==> src/rtl/pc_unit.sv <==
// Fetch program counter with boot bubble, halt/resume, trap/mret redirect.
// Optional compressed-instruction support via `PC_UNIT_RVC_EN.
module pc_unit #(
  parameter int              XLEN         = 32,
  parameter logic [XLEN-1:0] RESET_VECTOR = '0,
  parameter int              CNT_W        = 16
) (
  input  logic             clk,
  input  logic             reset,
  input  logic             stall,
  input  logic             redirect,
  input  logic [XLEN-1:0]  PC_in,
  input  logic             trap_req,
  input  logic [XLEN-1:0]  trap_vector,
  input  logic             mret,
  input  logic [XLEN-1:0]  epc,
  input  logic             halt_req,
  input  logic             resume,
  input  logic             is_compressed,
  output logic [XLEN-1:0]  PC_out,
  output logic [XLEN-1:0]  PC_next_seq,
  output logic             fetch_valid,
  output logic             halted,
  output logic             misaligned,
  output logic [XLEN-1:0]  bad_addr,
  output logic [CNT_W-1:0] redirect_count
);

  typedef enum logic [1:0] {
    BOOT = 2'd0,
    RUN  = 2'd1,
    HALT = 2'd2
  } state_t;

  state_t          state;
  logic [XLEN-1:0] step;
  logic [XLEN-1:0] trap_tgt;
  logic [CNT_W-1:0] cnt_inc;
  logic            mis_epc;
  logic            mis_pc_in;
  logic            unused_in;

`ifdef PC_UNIT_RVC_EN
  assign step      = is_compressed ? XLEN'(2) : XLEN'(4);
  assign mis_epc   = epc[0];
  assign mis_pc_in = PC_in[0];
`else
  assign step      = XLEN'(4);
  assign mis_epc   = |epc[1:0];
  assign mis_pc_in = |PC_in[1:0];
`endif

  assign unused_in   = ^{is_compressed, trap_vector[1:0]};
  assign PC_next_seq = PC_out + step;
  assign trap_tgt    = {trap_vector[XLEN-1:2], 2'b00};
  // Saturate rather than wrap so a stuck count is visibly "many".
  assign cnt_inc     = (&redirect_count) ? redirect_count
                     : redirect_count + CNT_W'(1);

  always_ff @(posedge clk or posedge reset) begin
    if (reset) begin
      state          <= BOOT;
      PC_out         <= RESET_VECTOR;
      fetch_valid    <= 1'b0;
      halted         <= 1'b0;
      misaligned     <= 1'b0;
      bad_addr       <= '0;
      redirect_count <= '0;
    end else begin
      misaligned <= 1'b0;
      unique case (state)
        BOOT: begin
          state       <= RUN;
          fetch_valid <= 1'b1;
        end
        RUN: begin
          if (trap_req) begin
            PC_out         <= trap_tgt;
            redirect_count <= cnt_inc;
          end else if (mret) begin
            if (mis_epc) begin
              misaligned <= 1'b1;
              bad_addr   <= epc;
            end else begin
              PC_out         <= epc;
              redirect_count <= cnt_inc;
            end
          end else if (redirect) begin
            if (mis_pc_in) begin
              misaligned <= 1'b1;
              bad_addr   <= PC_in;
            end else begin
              PC_out         <= PC_in;
              redirect_count <= cnt_inc;
            end
          end else if (halt_req) begin
            state       <= HALT;
            fetch_valid <= 1'b0;
            halted      <= 1'b1;
          end else if (!stall) begin
            PC_out <= PC_next_seq;
          end
        end
        HALT: begin
          if (trap_req) begin
            PC_out         <= trap_tgt;
            redirect_count <= cnt_inc;
            state          <= RUN;
            fetch_valid    <= 1'b1;
            halted         <= 1'b0;
          end else if (resume) begin
            state       <= RUN;
            fetch_valid <= 1'b1;
            halted      <= 1'b0;
          end
        end
        default: begin
          state       <= BOOT;
          fetch_valid <= 1'b0;
          halted      <= 1'b0;
        end
      endcase
    end
  end

endmodule
==> config.mk <==
export PLATFORM = sky130hd
export DESIGN_NAME = pc_unit
export DESIGN_NICKNAME = d
export VERILOG_FILES = /design/src/rtl/pc_unit.sv
export SDC_FILE = /design/constraint.sdc
export NUM_CORES = 1
export LEC_CHECK = 0
export CORE_ASPECT_RATIO = 2
export CORE_MARGIN = 1.5
export CORE_UTILIZATION = 48
export DETAILED_ROUTE_END_ITERATION = 6
export GPL_TIMING_DRIVEN = 0
export PLACE_DENSITY = 0.92
export SYNTH_ARGS = -nofsm -noshare
export SYNTH_HDL_FRONTEND = slang
export SYNTH_SLANG_ARGS = --single-unit
==> constraint.sdc <==
create_clock -name clk -period 5.1 [get_ports clk]
set_clock_uncertainty 0.2 [all_clocks]
set_input_delay 1.53 -clock clk [delete_from_list [all_inputs] [get_ports clk]]
set_output_delay 1.53 -clock clk [all_outputs]
set_load 0.02 [all_outputs]
After elaboration in Yosys (flattened, before gate mapping)
Index checks and enable logic that the tools add are counted.
{"block": "totals", "ff_bits": 85, "inputBits": 105, "elab_cells": 86}
{"block": "classes", "n_addsub": 2, "reduce_logical": 12, "eq_ne": 15, "n_mux": 48, "n_bitwise": 2}
{"operator": "$mux 32", "n": 12}
{"operator": "$mux 16", "n": 7}
{"operator": "$pmux 32 s2", "n": 1}
{"operator": "$add 32x3->32 const B", "n": 1}
{"operator": "$pmux 16 s2", "n": 1}
{"operator": "$mux 1", "n": 18}
{"operator": "$add 16x1->16 const B", "n": 1}
{"operator": "$reduce_and 16->1", "n": 1}
{"operator": "$ne 5x5->1 const B", "n": 3}
{"operator": "$reduce_and 5->1", "n": 3}
{"operator": "$mux 2", "n": 6}
{"operator": "$ne 4x4->1 const B", "n": 3}
{"operator": "$reduce_and 6->1", "n": 2}
{"operator": "$ne 2x2->1 const B", "n": 5}
{"operator": "$pmux 1 s3", "n": 2}
{"operator": "$pmux 2 s3", "n": 1}
{"operator": "$reduce_bool 2->1", "n": 3}
{"operator": "$reduce_or 2->1", "n": 2}
{"operator": "$ne 3x3->1 const B", "n": 1}
{"operator": "$eq 2x1->1 const B", "n": 1}
{"operator": "$eq 2x2->1 const B", "n": 1}
{"operator": "$logic_not 2->1", "n": 1}
{"operator": "$ne 2x1->1 const B", "n": 1}
{"operator": "$not 1->1", "n": 2}

Depth between registers and ports, before layout
Gate-level depths: netlist of run 1.
{"block": "depth", "word_depth": 7, "mapped_depth": 9, "depth_no_buf": 7}

Worst setup path after synthesis of run 1
OpenSTA, ideal clock, no wires.
{"block": "synth_path", "kind": "register -> output", "from": "reg PC_out[2]", "to": "out PC_next_seq[16]", "setup_slack_ns": 1.502, "path_stages_with_launch": 6, "t_required_ns": 3.370, "n_path_buf": 0, "arrival_time_ns": 1.868, "path_cell_list": "dfrtp_1 -> ha_1 -> nand2_1 -> nor4_2 -> nand3_1 -> xnor2_1"}
{"block": "synth_between", "elab_chain_len": 1}
{"item": "start, declared", "line": "20", "rtl": "output logic [XLEN-1:0] PC_out,"}
{"item": "start signal, assigned", "line": "78", "rtl": "PC_out <= trap_tgt;"}
{"item": "start signal, assigned", "line": "85", "rtl": "PC_out <= epc;"}
{"item": "start signal, assigned", "line": "93", "rtl": "PC_out <= PC_in;"}
{"item": "$add 32x3->32", "line": "54", "rtl": "assign PC_next_seq = PC_out + step;"}
{"item": "end, declared", "line": "21", "rtl": "output logic [XLEN-1:0] PC_next_seq,"}
Every way passes these cells.

Worst setup path after layout of run 1
Ends and elaborated chain as after synthesis.

==> metrics.cfg, run 1 <==
[critical_path]
rr_startpoint=state[0]
startpoint_type=register
crit_end=PC_next_seq[16]
crit_path_start=PC_out[2]
rr_endpoint=PC_out[24]
cp-end-kind=output pin
cp_data_required_time_ps=3370
cp.arrival_ps=3020
rrSetupSlack_ps=2110
crit_type=register to output pin
ff2ff_path_depth=7
crit_fanout=7

[route]
ant_nets=0
vias=6126
wl_per_cell_um=24.1
drt_iter0_drc=490
avgViaCountPerCell=6.25
routed_wl_um=23600
drc=0
drt_pass1_iterations=7

[yosys]
synth-seq-cells=84
synth_common_cells=dfrtp_1 (84), o21ai_0 (71), nand2_1 (59)
avgSynthCellArea_um2=8.96
synth.area.top_cells=dfrtp_1 (39%), o21ai_0 (6.5%), mux2i_1 (5.5%)
ys_seq_area_share_pct=38.6
synth_top_area_share_pct=38.6
yosys.cell_types.count=68
muxShareOfSynthArea_pct=5.92
synthSimpleGateAreaFrac_pct=19.5
synth_area_mm2=0.00545
synth.most_common_cell=dfrtp_1
synth_fp_nets=719
synth_largest_area_cell=dfrtp_1
synth_ff_type=dfrtp_1
async_flop_share_pct=100
synth_warnings=0
synth_xor_area_share_pct=6.91
synth_compound_gate_area_share_pct=22.4
synth_edf_count=0
synthAdderAreaFrac_pct=1.38
synth_top_family_by_area=compound AO/OA/AOI/OAI gates
syn_inst=608

[sta]
fin_crit_ps=4750
hold_viol=0
rsz0062_at_grt=no
relSlewSlack_pct=39.1
worstMarginPinSlew_ps=914
timing.setup.tns_ps=0
fmax_mhz=211
finalWorstSetupSlack_ps=352
fin_hold_ws_ps=289
fin_crit_sh_pct=93.1
setup_viol=0
slew_viol_final=0

[final_layout]
stdcell_area_mm2=0.00813
antenna_cells=0
syn_to_final_growth_pct=49.2
drive_gt1_share_pct=7.14
final_util_pct=73.8
final_nets=946
fin_cells=980

[floorplan]
rows=54
ioPinCount=220
fp.dieH_um=154
die_w_um=78.3
die-area_mm2=0.0120
start_util_pct=49.5
core_mm2=0.0110

[placement]
dp_hpwl_um=18300
place_ws_ps=755
port_buffers=215
dp.cells=964
routabilityCongestion=1.03
dpl_cell_area_mm2=0.00781

[run]
cap_violations=0

[global_routing]
antenna_found_initial=0
grt.total_usage_pct=39.2
grt_pass1_vias=6288
grt_pass1_wl_um=35200
grt_max_degree=67
overflow=0

[min_path]
hold_depth=2
hp-class=register to register

[clocking]
clk-insertion-delay-late_ps=350
root_buffer=clkbuf_16
cts_tree=yes
numCtsBuffers=9
ctsHoldBuffers=0
cts-resized-gates=0
cts_sinks=84
cts_setup_buffers=0
clockBufferDepth=2
h-tree-depth=3
clkTransAtPathRegs_ps=60

[run_status]
outcome=finished, final reports clean

[pwr]
irDropWorstVdd_mv=0.494
p_per_area_mw_per_mm2=632
leakage_nw=3.27
finalPower_mw=5.14

## worst min-delay path by stage
stage                      start      endpoint  slack [ps]
CTS                 bad_addr[21]  bad_addr[21]         290
global route         bad_addr[2]   bad_addr[2]         320
finish               bad_addr[4]   bad_addr[4]         290
floorplan               state[1]      state[1]         370
detailed placement  bad_addr[21]  bad_addr[21]         270
global placement    bad_addr[29]  bad_addr[29]         270
## per-layer routing
metal	up-vias	track usage, %	part of all wire, %
met1	2964	39.7	34
met3	103	4.99	5.4
met2	350	71.2	53
met4	0	29.0	7.9
met5	-	0	0
li1	2709	-	-
## state kept, by name, indices dropped and copies added, names as in the netlist
register	count
state	2
misaligned	1
redirect_count	16
halted	1
bad_addr	32
PC_out	32
## power by group
group	internal [mW]	leakage [nW]	switching [mW]
Combinational	1.35	2.08	1.75
Sequential	0.963	1.04	0.336
Clock	0.436	0.155	0.302
## kinds of logic after synthesis
kind of cell               after synthesis
xor gates and xnor gates                43
buffers and inverters                   64
muxes                                   32
and+or+nand+nor                        199
DFF                                     84
adders and majority gates                6
AOI/OAI and AO/OA                      180
## layout by cell type (no fill, tap or decap), types with 13 or more instances in the layout
cell	netlist	routed
clkdlybuf4s50_1	0	215
dfrtp_1	84	84
o21ai_0	71	71
nand2_1	59	59
nor2_1	38	38
mux2i_1	30	30
xnor2_1	30	30
clkbuf_1	25	26
nand4_1	22	22
nand3_1	18	18
inv_1	16	15
a21oi_1	15	15
nor3_1	14	14
xor2_1	13	13
## final cells by class
cell class	count	area [um2]
multi-input cells	460	3060
clock inverters	6	96.3
repair buffers	216	2180
clock buffers	10	229
plain buffers	47	225
well taps	140	175
flip-flops and latches	84	2100
fillers	813	2880
inverters	17	66.3
## critical path, cell delays in order (launching register included)
cell	delay, ps
dfrtp_1	510
ha_1	330
nand2_1	230
nor4_2	570
nand3_1	230
xnor2_1	180
clkdlybuf4s50_1	630
Power figures use the tool's default switching activity.
==> run 2: changes to the inputs <==
==> config.mk (replaced) <==
export PLATFORM = sky130hd
export DESIGN_NAME = pc_unit
export DESIGN_NICKNAME = d
export VERILOG_FILES = /design/src/rtl/pc_unit.sv
export SDC_FILE = /design/constraint.sdc
export NUM_CORES = 1
export LEC_CHECK = 0
export ABC_CLOCK_PERIOD_IN_PS = 4200
export CORE_ASPECT_RATIO = 2
export CORE_MARGIN = 3
export CORE_UTILIZATION = 40
export DETAILED_ROUTE_END_ITERATION = 6
export GPL_TIMING_DRIVEN = 0
export PLACE_DENSITY = 0.82
export SYNTH_ARGS = -nofsm -noshare
export SYNTH_HDL_FRONTEND = slang
export SYNTH_SLANG_ARGS = --single-unit
==> constraint.sdc (replaced) <==
create_clock -name clk -period 4.2 [get_ports clk]
set_clock_uncertainty 0.2 [all_clocks]
set_input_delay 1.26 -clock clk [delete_from_list [all_inputs] [get_ports clk]]
set_output_delay 1.26 -clock clk [all_outputs]
set_load 0.02 [all_outputs]
==> metrics.cfg, run 2 (synthesis gave the netlist of run 1 again) <==
[final_layout]
drive_gt1_share_pct=8.20  ; +1.1 points
stdcell_area_mm2=0.00819  ; +0.69%
syn_to_final_growth_pct=50.3
final_common_cell=clkdlybuf4s50_1
filler_cell_count=1135  ; +40%
antenna_cells=0  ; unchanged
biggestRegsByFlops=PC_out x32, bad_addr x32, redirect_count x16
final_nets=947  ; +0.11%
fin_cells=993  ; +1.3%
final_util_pct=62.3  ; -12 points
final_cell_mix=clkdlybuf4s50_1 (209), dfrtp_1 (82), o21ai_0 (71), nand2_1 (58), nor2_1 (37)

[placement]
dpl_cell_area_mm2=0.00782  ; +0.19%
dp.cells=976  ; +1.2%
routabilityCongestion=0.969  ; -5.6%
dp_hpwl_um=17700  ; -3.4%
port_buffers=215  ; unchanged

[route]
wl_met3_um=1530  ; +19%
vias=6043  ; -1.4%
wl_per_cell_um=22.7  ; -5.7%
drt_iter0_drc=407  ; -17%
ant_nets=0  ; unchanged
avgViaCountPerCell=6.09  ; -2.6%
routed_wl_um=22600  ; -4.4%
drt_pass1_iterations=5  ; -2
drc=0  ; unchanged
met2_length_um=11600  ; -7.6%
dr.max_layer_used=met4
drt-met1-wl_um=7670  ; -3.4%

[global_routing]
antenna_found_initial=0  ; unchanged
grt_max_degree=55  ; -18%
grt_pass1_vias=6157  ; -2.1%
overflow=0  ; unchanged
grt_pass1_wl_um=34100  ; -3.3%
grt.total_usage_pct=29.9  ; -9.3 points

[critical_path]
crit_end=PC_next_seq[30]
crit_slowest_cell=clkdlybuf4s50_1
crit_fanout=8  ; +1
cp_data_required_time_ps=2740  ; -630 ps
crit_type=register to output pin
crit_path_start=PC_out[5]
crit_path_max_incr_delay_ps=620  ; about the same
ff2ff_path_depth=8  ; +1
rr_startpoint=state[0]
rr_endpoint=PC_out[16]
rrSetupSlack_ps=1190  ; -920 ps
cp.arrival_ps=2620  ; -400 ps
crit_chain=buf_2 -> and4_2 -> nand4_1 -> nor3_1 -> xor2_1 -> clkdlybuf4s50_1
startpoint_type=register
cp-end-kind=output pin

[sta]
relSlewSlack_pct=47.7  ; +8.6 points
fmax_mhz=245
fin_crit_sh_pct=97.2
timing.setup.tns_ps=0  ; unchanged
slew_viol_final=0  ; unchanged
setup_viol=0  ; unchanged
hold_viol=0  ; unchanged
fin_hold_ws_ps=286  ; -2.49 ps
fin_crit_ps=4080
worstMarginPinSlew_ps=779  ; -135 ps

[floorplan]
core_mm2=0.0131  ; +19%
ioPinCount=220  ; unchanged
start_util_pct=41.5  ; -8.0 points
rows=59  ; +9.3%
fp.dieH_um=171  ; +11%
die_w_um=88.5  ; +13%
die-area_mm2=0.0151  ; +26%

[pwr]
p_per_area_mw_per_mm2=746  ; +18%
irDropWorstVdd_mv=0.410  ; -17%
leakage_nw=3.34  ; +2.1%

[clocking]
numCtsBuffers=9  ; unchanged
root_buffer=clkbuf_16
clk-insertion-delay-late_ps=340  ; about the same
cts_tree=yes
cts_sinks=84  ; unchanged
clkTransAtPathRegs_ps=70  ; about the same
h-tree-depth=3  ; unchanged
clockBufferDepth=2  ; unchanged

[min_path]
hp-class=register to register
min_from=bad_addr[28]

[run]
cap_violations=0  ; unchanged

[run_status]
outcome=finished, final reports clean

## run 2: changes by cell type in the layout (fill, tap and decap cells not counted), sizes merged
cell and delta:
inv +4, clkdlybuf4s50 -6, dlymetal6s2s +5, dlygate4sd2 +1, clkinv -1, clkbuf -1
bufinv -2, buf +1
## run 2: worst min path at each step
stage	depth (start not counted)	slack (ps)	endpoint
finish	2	290	bad_addr[28]
global route	2	310	bad_addr[22]
CTS	2	290	bad_addr[30]
detailed placement	2	280	bad_addr[30]
global placement	2	260	bad_addr[19]
floorplan	2	370	state[1]
## run 2: layer usage
layer  vias up  track usage, %
met5         -               0
met4         0            23.0
met3        80            5.35
met2       331            50.4
met1      2931            32.1
li1       2701               -
## run 2: where the power goes
part	leakage [nW]	internal, mW	switching (mW)	total [mW]
combinational	2.16	1.64	2.09	3.73
clock	0.141	0.419	0.385	0.804
sequential	1.04	1.17	0.406	1.58
## run 2: metrics by stage
step | setup WS, ps | power (mW)
after detailed placement | 97.5 | 5.26
after CTS | 16.1 | 6.09
final | 119 | 6.11
after floorplan | 575 | 3.51
after global placement | -960 | 5.17
after global routing | -7.67 | 6.43
## run 2: worst max-delay path: cells and delay by family (launching register included)
family / cells / cell delay, ps
simple gates: 3 / 910
buf+inv: 2 / 840
flops: 1 / 360
xor+xnor: 1 / 170
## run 2: cell type report
cell class	count	area (um2)	share of cell area, %
well taps	152	190	2.32
plain buffers	47	225	2.75
multi-input cells	460	3110	38.0
flip-flops and latches	84	2100	25.7
clock inverters	7	65.1	0.795
clock buffers	9	225	2.75
repair buffers	217	2200	26.8
inverters	17	66.3	0.810
## run 2: what timing repair did
action / CTS / global route
gates resized for setup: 6 / 11
hold buffers: 0 / 0
setup endpoints to repair: 5 / 9
pin swaps: 0 / 2
buffers inserted: 0 / 1
==> run 3: changes to the inputs <==
==> config.mk (replaced) <==
export PLATFORM = sky130hd
export DESIGN_NAME = pc_unit
export DESIGN_NICKNAME = d
export VERILOG_FILES = /design/src/rtl/pc_unit.sv
export SDC_FILE = /design/constraint.sdc
export NUM_CORES = 1
export LEC_CHECK = 0
export ABC_CLOCK_PERIOD_IN_PS = 5090
export CORE_ASPECT_RATIO = 2
export CORE_MARGIN = 3
export CORE_UTILIZATION = 48
export DETAILED_ROUTE_END_ITERATION = 6
export GPL_TIMING_DRIVEN = 0
export PLACE_DENSITY = 0.92
export SYNTH_ARGS = -nofsm -noshare
export SYNTH_HDL_FRONTEND = slang
export SYNTH_SLANG_ARGS = --single-unit
==> constraint.sdc (replaced) <==
create_clock -name clk -period 5.09 [get_ports clk]
set_clock_uncertainty 0.2 [all_clocks]
set_input_delay 1.527 -clock clk [delete_from_list [all_inputs] [get_ports clk]]
set_output_delay 1.527 -clock clk [all_outputs]
set_load 0.02 [all_outputs]
==> metrics.cfg, run 3 (synthesis gave the netlist of run 1 again) <==
[critical_path]
crit_path_max_incr_delay_ps=620  ; about the same
cp-end-kind=output pin
crit_slowest_cell=clkdlybuf4s50_1
crit_fanout=7  ; -1
ff2ff_path_depth=8  ; unchanged
rr_endpoint=PC_out[15]
cp.arrival_ps=3040  ; +420 ps
rrSetupSlack_ps=2060  ; +870 ps
cp_data_required_time_ps=3360  ; +620 ps
rr_startpoint=state[0]
crit_type=register to output pin
startpoint_type=register
crit_chain=ha_1 -> nand3_1 -> nor4_1 -> and4_1 -> xor2_1 -> clkdlybuf4s50_1

[route]
dr.max_layer_used=met4
drt_pass1_iterations=6  ; +1
ant_nets=0  ; unchanged
avgViaCountPerCell=6.36  ; +4.4%
met2_length_um=13300  ; +15%
wl_met3_um=1600  ; +4.3%
drc=0  ; unchanged
vias=6228  ; +3.1%
wl_per_cell_um=25.2  ; +11%
drt-met1-wl_um=7700  ; +0.40%
drt_iter0_drc=622  ; +53%
routed_wl_um=24700  ; +9.3%

[pwr]
irDropWorstVdd_mv=0.412  ; +0.50%
combPwrFrac_pct=61.4  ; +0.4 points
switching_share_pct=47.8  ; +0.60 points
seq_power_share_pct=25.5  ; -0.3 points
p_int_mw=2.67  ; -17%
finalPower_mw=5.11  ; -16%
leakage_nw=3.26  ; -2.4%
p_switching_mw=2.44  ; -15%
p_per_area_mw_per_mm2=630  ; -15%
clkPwrFrac_pct=13.1  ; about the same

[sta]
fin_crit_ps=4770
timing.setup.tns_ps=0  ; unchanged
hold_viol=0  ; unchanged
setup_viol=0  ; unchanged
relSlewSlack_pct=37.9  ; -9.7 points
worstMarginPinSlew_ps=931  ; +152 ps
slew_viol_final=0  ; unchanged
fmax_mhz=210
rsz0062_at_grt=no
finalWorstSetupSlack_ps=324  ; +205 ps
fin_crit_sh_pct=93.6
fin_hold_ws_ps=283  ; -3.11 ps

[clocking]
cts_setup_buffers=0  ; unchanged
cts-resized-gates=0  ; -6
clockBufferDepth=2  ; unchanged
h-tree-depth=3  ; unchanged
numCtsBuffers=9  ; unchanged
clkTransAtPathRegs_ps=70  ; about the same
cts_sinks=84  ; unchanged
cts_tree=yes
root_buffer=clkbuf_16
ctsHoldBuffers=0  ; unchanged
clk-insertion-delay-late_ps=350  ; about the same

[floorplan]
die_w_um=81.3  ; -8.1%
fp.dieH_um=157  ; -8.4%
rows=54  ; -8.5%
ioPinCount=220  ; unchanged
core_mm2=0.0110  ; -16%
start_util_pct=49.5  ; +8.0 points
die-area_mm2=0.0127  ; -16%

[final_layout]
drive_gt1_share_pct=7.26  ; -0.94 points
antenna_cells=0  ; unchanged
final_nets=946  ; -0.11%
biggestRegsByFlops=PC_out x32, bad_addr x32, redirect_count x16
syn_to_final_growth_pct=48.7
fin_cells=980  ; -1.3%
final_cell_mix=clkdlybuf4s50_1 (215), dfrtp_1 (84), o21ai_0 (71), nand2_1 (59), nor2_1 (38)
final_common_cell=clkdlybuf4s50_1

[run_status]
outcome=finished, final reports clean

[placement]
routabilityCongestion=1.05  ; +8.7%
place_ws_ps=751  ; +653 ps
port_buffers=215  ; unchanged
dp.cells=964  ; -1.2%
dp_hpwl_um=19300  ; +9.3%

[min_path]
hp-class=register to register
min_from=bad_addr[9]
hold_depth=2  ; unchanged
hold_end=bad_addr[9]

[global_routing]
overflow=0  ; unchanged
grt.total_usage_pct=38.8  ; +8.9 points
grt_pass1_vias=6478  ; +5.2%
antenna_found_initial=0  ; unchanged
grt_pass1_wl_um=36100  ; +6.0%
grt_max_degree=46  ; -16%

[run]
cap_violations=0  ; unchanged

==> run 3: cell count changes in the layout (fill, tap and decap cells not counted), sizes merged <==
cell	previous run	this run
clkdlybuf4s50	209	215
dlygate4sd2	1	0
clkinv	1	3
inv	22	20
dlymetal6s2s	5	0
buf	22	21
==> run 3: layout make-up <==
cell class	count	area [um2]
fillers	783	2910
multi-input cells	460	3060
clock buffers	9	225
plain buffers	47	225
inverters	17	66.3
well taps	140	175
repair buffers	216	2180
clock inverters	7	68.8
flip-flops and latches	84	2100
==> run 3: layer usage <==
layer,vias to the layer above,track usage [%]
met4,0,30.1
met2,383,69.1
met5,-,0
met1,3039,37.7
met3,104,7.14
li1,2702,-
==> run 3: power by group through the flow <==
stage          combinational [mW]  sequential, mW  clock [mW]
2_1_floorplan                1.33            1.57           0
3_3_place_gp                 3.02            1.28           0
3_5_place_dp                 3.09            1.30           0
4_1_cts                      3.11            1.29       0.667
5_1_grt                      3.31            1.33       0.692
6_report                     3.13            1.30       0.669
==> run 3: how the worst max path moves through the flow <==
stage / from / to
after global routing: PC_out[2] / PC_next_seq[20]
after detailed placement: PC_out[2] / PC_next_seq[26]
final: PC_out[2] / PC_next_seq[26]
after CTS: PC_out[2] / PC_next_seq[26]
after global placement: reset / bad_addr[6]
after floorplan: reset / PC_out[0]
==> run 3: critical path: cells and delay by family (launching register included) <==
family | cells | cell delay, ps
buf+inv | 1 | 620
flops | 1 | 480
xor+xnor | 1 | 160
fa+ha+maj | 1 | 290
simple gates | 3 | 1140
==> run 3: metrics by stage <==
stage / utilization, % / cell area, um2
3_5_place_dp: 70.9 / 7810
5_1_grt: 73.6 / 8100
3_3_place_gp: 70.6 / 7780
2_1_floorplan: - / 5450
4_1_cts: 73.6 / 8100
6_report: 73.6 / 8100
